===== config.mk =====
export PLATFORM = sky130hd
export DESIGN_NAME = unidade_controle_rodadas
export DESIGN_NICKNAME = d
export VERILOG_FILES = /design/src/rtl/jogo_pkg.sv /design/src/rtl/contador_timeout.sv /design/src/rtl/unidade_controle_rodadas.sv
export SDC_FILE = /design/constraint.sdc
export NUM_CORES = 1
export LEC_CHECK = 0
export ABC_CLOCK_PERIOD_IN_PS = 2500
export BUFFER_PORTS_ARGS = -buffer_cell sky130_fd_sc_hd__buf_2
export CAP_MARGIN = 25
export CORE_ASPECT_RATIO = 1.1
export CORE_UTILIZATION = 60
export DETAILED_ROUTE_END_ITERATION = 8
export PLACE_DENSITY = 0.87
export SETUP_SLACK_MARGIN = 0.1
export SYNTH_ARGS = -nofsm -noshare
export SYNTH_HDL_FRONTEND = slang
export SYNTH_SLANG_ARGS = --single-unit
export TNS_END_PERCENT = 1

===== constraint.sdc =====
create_clock -name clock -period 2.5 [get_ports clock]
set_input_delay 0.5 -clock clock [delete_from_list [all_inputs] [get_ports clock]]
set_output_delay 0.5 -clock clock [all_outputs]
set_load 0.05 [all_outputs]

===== src/rtl/jogo_pkg.sv =====
// Shared state encodings and helpers for the memory-sequence game controller.
// State codes double as the display codes shown on db_estado.
package jogo_pkg;

  typedef enum logic [3:0] {
    INICIAL       = 4'h0,
    PREPARACAO    = 4'h1,
    INICIA_RODADA = 4'h2,
    ESPERA        = 4'h3,
    REGISTRA      = 4'h4,
    COMPARACAO    = 4'h5,
    PROXIMO       = 4'h6,
    TIMEOUT       = 4'h7,
    FIM_RODADA    = 4'h8,
    ERRO_PARCIAL  = 4'h9,
    ACERTOU       = 4'hA,
    ERROU         = 4'hE
  } estado_t;

  localparam logic [3:0] DB_INVALIDO = 4'hF;

  function automatic int largura_vidas(input int vidas);
    return (vidas < 1) ? 1 : $clog2(vidas + 1);
  endfunction

  function automatic logic [3:0] codigo_display(input logic [3:0] estado);
    case (estado)
      INICIAL, PREPARACAO, INICIA_RODADA, ESPERA, REGISTRA, COMPARACAO,
      PROXIMO, TIMEOUT, FIM_RODADA, ERRO_PARCIAL, ACERTOU, ERROU:
        return estado;
      default:
        return DB_INVALIDO;
    endcase
  endfunction

endpackage


===== src/rtl/contador_timeout.sv =====
// Per-move timer: counts espera cycles and flags the last allowed one.
// Saturates at its terminal value so it can never wrap back to zero.
module contador_timeout #(
  parameter int TIMEOUT_CICLOS = 5000
) (
  input  logic clock,
  input  logic reset,
  input  logic zera,
  input  logic conta,
  output logic fim
);

  localparam int TW = $clog2(TIMEOUT_CICLOS);
  localparam logic [TW-1:0] ULTIMO = TW'(TIMEOUT_CICLOS - 1);

  logic [TW-1:0] r_timer;
  logic          w_fim;

  assign w_fim = (r_timer == ULTIMO);
  assign fim   = w_fim;

  always_ff @(posedge clock or posedge reset) begin
    if (reset) begin
      r_timer <= '0;
    end else if (zera) begin
      r_timer <= '0;
    end else if (conta && !w_fim) begin
      r_timer <= r_timer + TW'(1);
    end
  end

endmodule


===== src/rtl/unidade_controle_rodadas.sv =====
// Round/address/life sequencing for the memory game; all outputs are Moore
// decodes of the registered state and counters.
module unidade_controle_rodadas
  import jogo_pkg::*;
#(
  parameter  int ADDR_W         = 4,
  parameter  int N_RODADAS      = 16,
  parameter  int TIMEOUT_CICLOS = 5000,
  parameter  int VIDAS          = 1,
  localparam int VW             = largura_vidas(VIDAS)
) (
  input  logic              clock,
  input  logic              reset,
  input  logic              iniciar,
  input  logic              jogada,
  input  logic              igual,
  input  logic              modo_timeout,
  output logic              zeraR,
  output logic              registraR,
  output logic [ADDR_W-1:0] endereco,
  output logic [ADDR_W-1:0] rodada,
  output logic [VW-1:0]     vidas,
  output logic              acertou,
  output logic              errou,
  output logic              timeout_out,
  output logic              pronto,
  output logic [3:0]        db_estado
);

  localparam logic [ADDR_W-1:0] RODADA_MAX = ADDR_W'(N_RODADAS - 1);
  localparam logic [VW-1:0]     VIDAS_INI  = VW'(VIDAS);

  estado_t           r_estado;
  logic [ADDR_W-1:0] r_endereco;
  logic [ADDR_W-1:0] r_rodada;
  logic [VW-1:0]     r_vidas;
  logic              r_modo;

  logic w_zera_timer;
  logic w_conta_timer;
  logic w_fim_timer;

  assign w_zera_timer  = (r_estado == INICIA_RODADA) || (r_estado == PROXIMO);
  assign w_conta_timer = (r_estado == ESPERA) && r_modo;

  contador_timeout #(
    .TIMEOUT_CICLOS(TIMEOUT_CICLOS)
  ) u_contador_timeout (
    .clock(clock),
    .reset(reset),
    .zera (w_zera_timer),
    .conta(w_conta_timer),
    .fim  (w_fim_timer)
  );

  always_ff @(posedge clock or posedge reset) begin
    if (reset) begin
      r_estado   <= INICIAL;
      r_endereco <= '0;
      r_rodada   <= '0;
      r_vidas    <= VIDAS_INI;
      r_modo     <= 1'b0;
    end else begin
      case (r_estado)
        INICIAL: begin
          if (iniciar) r_estado <= PREPARACAO;
        end
        PREPARACAO: begin
          r_rodada <= '0;
          r_vidas  <= VIDAS_INI;
          r_modo   <= modo_timeout;
          r_estado <= INICIA_RODADA;
        end
        INICIA_RODADA: begin
          r_endereco <= '0;
          r_estado   <= ESPERA;
        end
        // A move arriving on the timer's last cycle still counts.
        ESPERA: begin
          if (jogada) r_estado <= REGISTRA;
          else if (r_modo && w_fim_timer) r_estado <= TIMEOUT;
        end
        REGISTRA: begin
          r_estado <= COMPARACAO;
        end
        COMPARACAO: begin
          if (!igual && (r_vidas == VW'(1))) r_estado <= ERROU;
          else if (!igual) r_estado <= ERRO_PARCIAL;
          else if ((r_endereco == r_rodada) && (r_rodada == RODADA_MAX)) r_estado <= ACERTOU;
          else if (r_endereco == r_rodada) r_estado <= FIM_RODADA;
          else r_estado <= PROXIMO;
        end
        PROXIMO: begin
          r_endereco <= r_endereco + ADDR_W'(1);
          r_estado   <= ESPERA;
        end
        FIM_RODADA: begin
          r_rodada <= r_rodada + ADDR_W'(1);
          r_estado <= INICIA_RODADA;
        end
        ERRO_PARCIAL: begin
          r_vidas  <= r_vidas - VW'(1);
          r_estado <= INICIA_RODADA;
        end
        TIMEOUT, ERROU, ACERTOU: begin
          if (iniciar) r_estado <= PREPARACAO;
        end
        default: begin
          r_estado <= INICIAL;
        end
      endcase
    end
  end

  assign zeraR       = (r_estado == INICIAL) || (r_estado == PREPARACAO);
  assign registraR   = (r_estado == REGISTRA);
  assign acertou     = (r_estado == ACERTOU);
  assign errou       = (r_estado == ERROU);
  assign timeout_out = (r_estado == TIMEOUT);
  assign pronto      = acertou || errou || timeout_out;
  assign endereco    = r_endereco;
  assign rodada      = r_rodada;
  assign vidas       = r_vidas;
  assign db_estado   = codigo_display(r_estado);

endmodule


# Yosys cells after proc, flatten, opt, wreduce, memory -nomap -nowiden
# Cells that the tools add are included.
# totals
word_cells	61
input_bits	6
ff_bits	27
# classes
n_reduce_logical	21
muxes	14
n_eq_ne	16
n_addsub	4
# op_table
op	count
two-way mux 4 bit	8
two-way mux 13 bit	2
one-hot mux 4 bit (6 select lines)	1
equality test 4 bit (second input constant)	5
equality test 4 x 3 -> 1 bit (second input constant)	4
one-hot mux 4 bit (2 select lines)	2
adder 13 x 1 -> 13 bit (second input constant)	1
equality test 13 bit (second input constant)	1
OR reduction 12 bit	1
adder 4 x 1 -> 4 bit (second input constant)	2
equality test 4 x 2 -> 1 bit (second input constant)	2
nonzero test 2 bit	4
logical AND 1 bit	5
equality test 4 x 1 -> 1 bit (second input constant)	1
equality test 4 bit	1
logical NOT 4 bit	1
logical OR 1 bit	4
OR reduction 4 bit	1
!= test 3 x 2 -> 1 bit (second input constant)	1
OR reduction 3 bit	1
logical NOT 1 bit	2
!= test 2 x 1 -> 1 bit (second input constant)	1
one-hot mux 1 bit (2 select lines)	1
AND reduction 2 bit	1
2 further kinds	2

# Depth between registers and ports, before layout
# depth
word_depth	6
ltp_mapped	7
mapped_depth_nobuf	5

# Hierarchy
# From an unflattened synthesis, not the netlist that was laid out.
# hier_totals
cells_unflattened	210
hier_area_um2	1860.5
# by_module_without_submodules
module	n_inst	area_per_inst_um2	seq_area_each_um2	cells_per_inst
unidade_controle_rodadas	1	1114.8	351.6	129
contador_timeout	1	745.7	325.3	81

# Worst setup path after synthesis
# OpenSTA, ideal clock, no wires.
# synth_path
kind	register to output
startpoint	reg r_estado[2]
endpoint	out registraR
setup_slack_ns	-0.283
path_stages_with_launch	3
arrival_time_ns	2.283
cell_sequence	dfrtp_1 -> clkbuf_1 -> nor4b_1
# synth_via
elab_chain_cells	1
# synth_lines
item	line	source
start: declaration	unidade_controle_rodadas.sv:33	estado_t r_estado;
start signal: assignment	unidade_controle_rodadas.sv:58	r_estado <= INICIAL;
start signal: assignment	unidade_controle_rodadas.sv:66	if (iniciar) r_estado <= PREPARACAO;
start signal: assignment	unidade_controle_rodadas.sv:72	r_estado <= INICIA_RODADA;
equality test 4 x 3 -> 1 bit	unidade_controle_rodadas.sv:116	assign registraR = (r_estado == REGISTRA);
end: declaration	unidade_controle_rodadas.sv:19	output logic registraR,
# No other way between the ends.

# Worst setup path in the final report
# Ends and elaborated chain as after synthesis.

==> impl_metrics.xml <==
<?xml version="1.0" encoding="UTF-8"?>
<metrics>
  <group name="finish">
    <metric name="final_layout_size_suffix_gt1_share" unit="%">21.9</metric>
    <metric name="num_antenna_cells" unit="">0</metric>
    <metric name="layout.nets" unit="">229</metric>
    <metric name="fin_cells" unit="">252</metric>
    <metric name="area_growth" unit="%">7.23</metric>
    <metric name="fill_cells" unit="">239</metric>
    <metric name="layout.core_utilization" unit="%">69.6</metric>
    <metric name="final_area" unit="um2">1970</metric>
  </group>
  <group name="place">
    <metric name="hpwl" unit="um">2820</metric>
    <metric name="gp_congestion" unit="">0.853</metric>
    <metric name="post_dp_cell_area" unit="um2">1940</metric>
    <metric name="io_buffers" unit="">24</metric>
    <metric name="placedCellCount" unit="">248</metric>
  </group>
  <group name="synth">
    <metric name="synth_fp_nets" unit="">212</metric>
    <metric name="synth.yosys.seq_area_share" unit="%">36.9</metric>
    <metric name="yosys-top-cells-count" unit="">26 x sky130_fd_sc_hd__dfrtp_1, 24 x sky130_fd_sc_hd__nand2_1, 11 x sky130_fd_sc_hd__a21oi_1</metric>
    <metric name="synth-warning-count" unit="">0</metric>
    <metric name="synth_edf_count" unit="">0</metric>
    <metric name="post-synth-top-area-fraction" unit="%">35.4</metric>
    <metric name="synth-main-ff-cell" unit="">sky130_fd_sc_hd__dfrtp_1</metric>
    <metric name="post_synth_main_area_contributors" unit="">sky130_fd_sc_hd__dfrtp_1 35%, sky130_fd_sc_hd__nand2_1 4.9%, sky130_fd_sc_hd__mux2i_1 3.3%</metric>
    <metric name="syn_inst" unit="">203</metric>
    <metric name="post_synthesis_mean_instance_area" unit="um2">9.04</metric>
    <metric name="post-synth-top-count-cell" unit="">sky130_fd_sc_hd__dfrtp_1</metric>
    <metric name="synth.ff_latch_count" unit="">27</metric>
    <metric name="synthDistinctLibCells" unit="">55</metric>
    <metric name="yosys.area.top_type" unit="">sky130_fd_sc_hd__dfrtp_1</metric>
    <metric name="cell_area_after_synthesis" unit="um2">1840</metric>
    <metric name="asyncSetResetFlopFracSynth" unit="%">100</metric>
  </group>
  <group name="routing">
    <metric name="wl" unit="um">4030</metric>
    <metric name="drc" unit="">0</metric>
    <metric name="detail-route-antenna-nets" unit="">0</metric>
    <metric name="drt_pre_antenna_iters" unit="">4</metric>
    <metric name="wire_per_inst" unit="um">16.0</metric>
    <metric name="total_vias_in_the_final_route" unit="">1647</metric>
    <metric name="initialDrtViolationCount" unit="">55</metric>
    <metric name="drt-vias-per-instance" unit="">6.54</metric>
  </group>
  <group name="floorplanning">
    <metric name="chip_height" unit="um">60.0</metric>
    <metric name="die_w" unit="um">54.7</metric>
    <metric name="die_area" unit="um2">3280</metric>
    <metric name="placeableCoreArea" unit="um2">2830</metric>
    <metric name="top_ports" unit="">25</metric>
    <metric name="fp-row-count" unit="">20</metric>
    <metric name="floorplan.initialDensity" unit="%">64.9</metric>
  </group>
  <group name="clock_network">
    <metric name="cts_inserted_buffers" unit="">3</metric>
    <metric name="ctsLongestPathBuffers" unit="">2</metric>
    <metric name="tritoncts" unit="">yes</metric>
    <metric name="clk_latency" unit="ps">330</metric>
    <metric name="ctsRootBufferMaster" unit="">sky130_fd_sc_hd__clkbuf_4</metric>
    <metric name="cts_hold_buf" unit="">0</metric>
    <metric name="clk_pin_slew" unit="ps">140</metric>
    <metric name="cts.sink_count" unit="">27</metric>
    <metric name="h_tree_depth" unit="">1</metric>
  </group>
  <group name="grt">
    <metric name="grt_pass1_wl" unit="um">6490</metric>
    <metric name="grt_util_all_layers" unit="%">27.2</metric>
    <metric name="vias_in_the_first_global_route" unit="">1480</metric>
    <metric name="grt_antenna_before_repair" unit="">0</metric>
    <metric name="global_route.overflow_total" unit="">0</metric>
    <metric name="pin_count_of_the_biggest_net_entering_global_routing" unit="">29</metric>
  </group>
  <group name="job">
    <metric name="cap_violations" unit="">0</metric>
  </group>
  <group name="timing">
    <metric name="count_of_final_setup_violators" unit="">0</metric>
    <metric name="fmaxAchievable" unit="GHz">0.438</metric>
    <metric name="finalWorstPathRequiredPeriod" unit="ps">2280</metric>
    <metric name="rsz0062_at_grt" unit="">no</metric>
    <metric name="hold_violations" unit="">0</metric>
    <metric name="tightestPinTransition" unit="ps">608</metric>
    <metric name="finalCritPeriodShare" unit="%">91.3</metric>
    <metric name="fin_worst_skew" unit="ps">3.78</metric>
    <metric name="slew-limit-headroom" unit="%">59.5</metric>
    <metric name="final.hold.worst_slack" unit="ps">199</metric>
    <metric name="drv_slew" unit="">0</metric>
    <metric name="setup_tns" unit="ps">0</metric>
  </group>
  <group name="setup_path">
    <metric name="timing.critical_path.slowest_cell_delay" unit="ps">760</metric>
    <metric name="critical_path_class" unit="">flip-flop to output port</metric>
    <metric name="crit-reg2reg-launch" unit="">u_contador_timeout.r_timer[3]$_DFFE_PP0P_</metric>
    <metric name="critical_path.endpoint_type" unit="">output port</metric>
    <metric name="worstPathRequired" unit="ps">2000</metric>
    <metric name="r2r_cells" unit="">4</metric>
    <metric name="critPathTopFamily" unit="">flip-flops</metric>
    <metric name="crit_path_max_fanout" unit="">20</metric>
    <metric name="worst-path-buf-inv" unit="">1</metric>
    <metric name="critical_path_arrival" unit="ps">1780</metric>
    <metric name="worst_setup_path_start_kind" unit="">flip-flop</metric>
    <metric name="ordered_cell_list_for_the_critical_path" unit="">nor4b_2, buf_2</metric>
    <metric name="crit-reg2reg-capture" unit="">u_contador_timeout.r_timer[1]$_DFFE_PP0P_</metric>
    <metric name="critPathSlowestCell" unit="">sky130_fd_sc_hd__dfrtp_1</metric>
    <metric name="regToRegSetupSlack" unit="ps">450</metric>
  </group>
  <group name="min_path">
    <metric name="min_path_type" unit="">primary input to asynchronous set/reset pin</metric>
  </group>
  <group name="pwr">
    <metric name="peakVddDrop" unit="uV">811</metric>
    <metric name="power-per-cell-area" unit="nW/um2">963</metric>
    <metric name="p_leak" unit="uW">0.000890</metric>
  </group>
  <group name="outcome">
    <metric name="outcome" unit="">finished clean</metric>
  </group>
</metrics>
-- flip-flops by register name (all words and copies together) (netlist names) --
register / flops
rodada: 4
vidas: 1
r_modo: 1
r_estado: 4
u_contador_timeout.r_timer: 13
endereco: 4
-- metrics by stage --
| step | setup WS, ps | power (uW) |
|---|---|---|
| after floorplan | 76.1 | 1500 |
| after global placement | 484 | 1650 |
| after detailed placement | 390 | 1700 |
| after CTS | 135 | 1890 |
| after global routing | 169 | 2000 |
| final | 217 | 1890 |
-- what timing repair did --
action / in CTS / in global routing
setup buffers: 0 / 0
gates resized for setup: 0 / 2
endpoints found under the setup margin: 0 / 5
-- power by group --
part	internal [uW]	total, uW	switching (uW)
Combinational	335	966	631
Sequential	517	740	223
Clock	60.1	189	129
Total	912	1890	983
-- worst max-delay path by stage --
stage,slack [ps],start,cells after the start,to
after detailed placement,390,r_estado[0]$_DFFE_PP0P_,4,u_contador_timeout.r_timer[6]$_DFFE_PP0P_
after global routing,170,r_estado[1]$_DFFE_PP0P_,3,errou
after CTS,140,r_estado[3]$_DFFE_PP0P_,3,errou
final,220,r_estado[2]$_DFFE_PP0P_,2,registraR
after global placement,480,r_estado[0]$_DFFE_PP0P_,4,u_contador_timeout.r_timer[4]$_DFFE_PP0P_
after floorplan,80,r_estado[1]$_DFFE_PP0P_,5,r_modo$_DFFE_PP0P_
-- cell type report --
cell class                 count  area (um2)  area share, %
clock buffer                   3        22.5           1.14
clock inverter                 1        5.00          0.254
inverter                       6        22.5           1.14
multi-input combinational    156        1060           54.0
sequential                    27         679           34.5
tap                           33        41.3           2.10
timing repair buffer          26         135           6.87
-- cells in the final DEF (no fill, tap or decap), drive strengths merged, types with 3 or more instances in the layout --
master / count
and3: 3
mux2i: 6
nor3: 4
ha: 3
a31oi: 4
nor2: 9
dfrtp: 26
a21oi: 11
or4: 5
nand3: 9
inv: 6
and2: 4
clkbuf: 3
a22o: 4
nor4b: 3
xnor2: 4
o21ai: 12
nand2b: 7
nand2: 24
nand4: 7
mux2: 3
and4: 3
or3: 3
o31ai: 5
buf: 26
nor2b: 4
-- layer usage --
metal  global-route usage [%]  vias to the layer above  wire, um
met5                        0                        -         0
met3                     3.05                       15       149
met1                     35.1                      803      1740
met4                     11.4                        0       108
met2                     45.1                       49      2030
li1                         -                      780         -
-- cell families after synthesis --
kind of cell | Yosys count | synth area share (%)
flip-flops | 27 | 36.9
AO/OA/AOI/OAI | 48 | 18.4
buffers and inverters | 20 | 5.59
multiplexers | 9 | 5.32
AND/OR/NAND/NOR | 92 | 29.9
XOR/XNOR | 4 | 1.91
adder cells (fa/ha/maj) | 3 | 2.05
-- tightest hold or removal path, stage by stage --
cell	delay (ps)
sky130_fd_sc_hd__buf_2	90
sky130_fd_sc_hd__inv_1	40
sky130_fd_sc_hd__buf_4	320
Power figures use the tool's default switching activity.
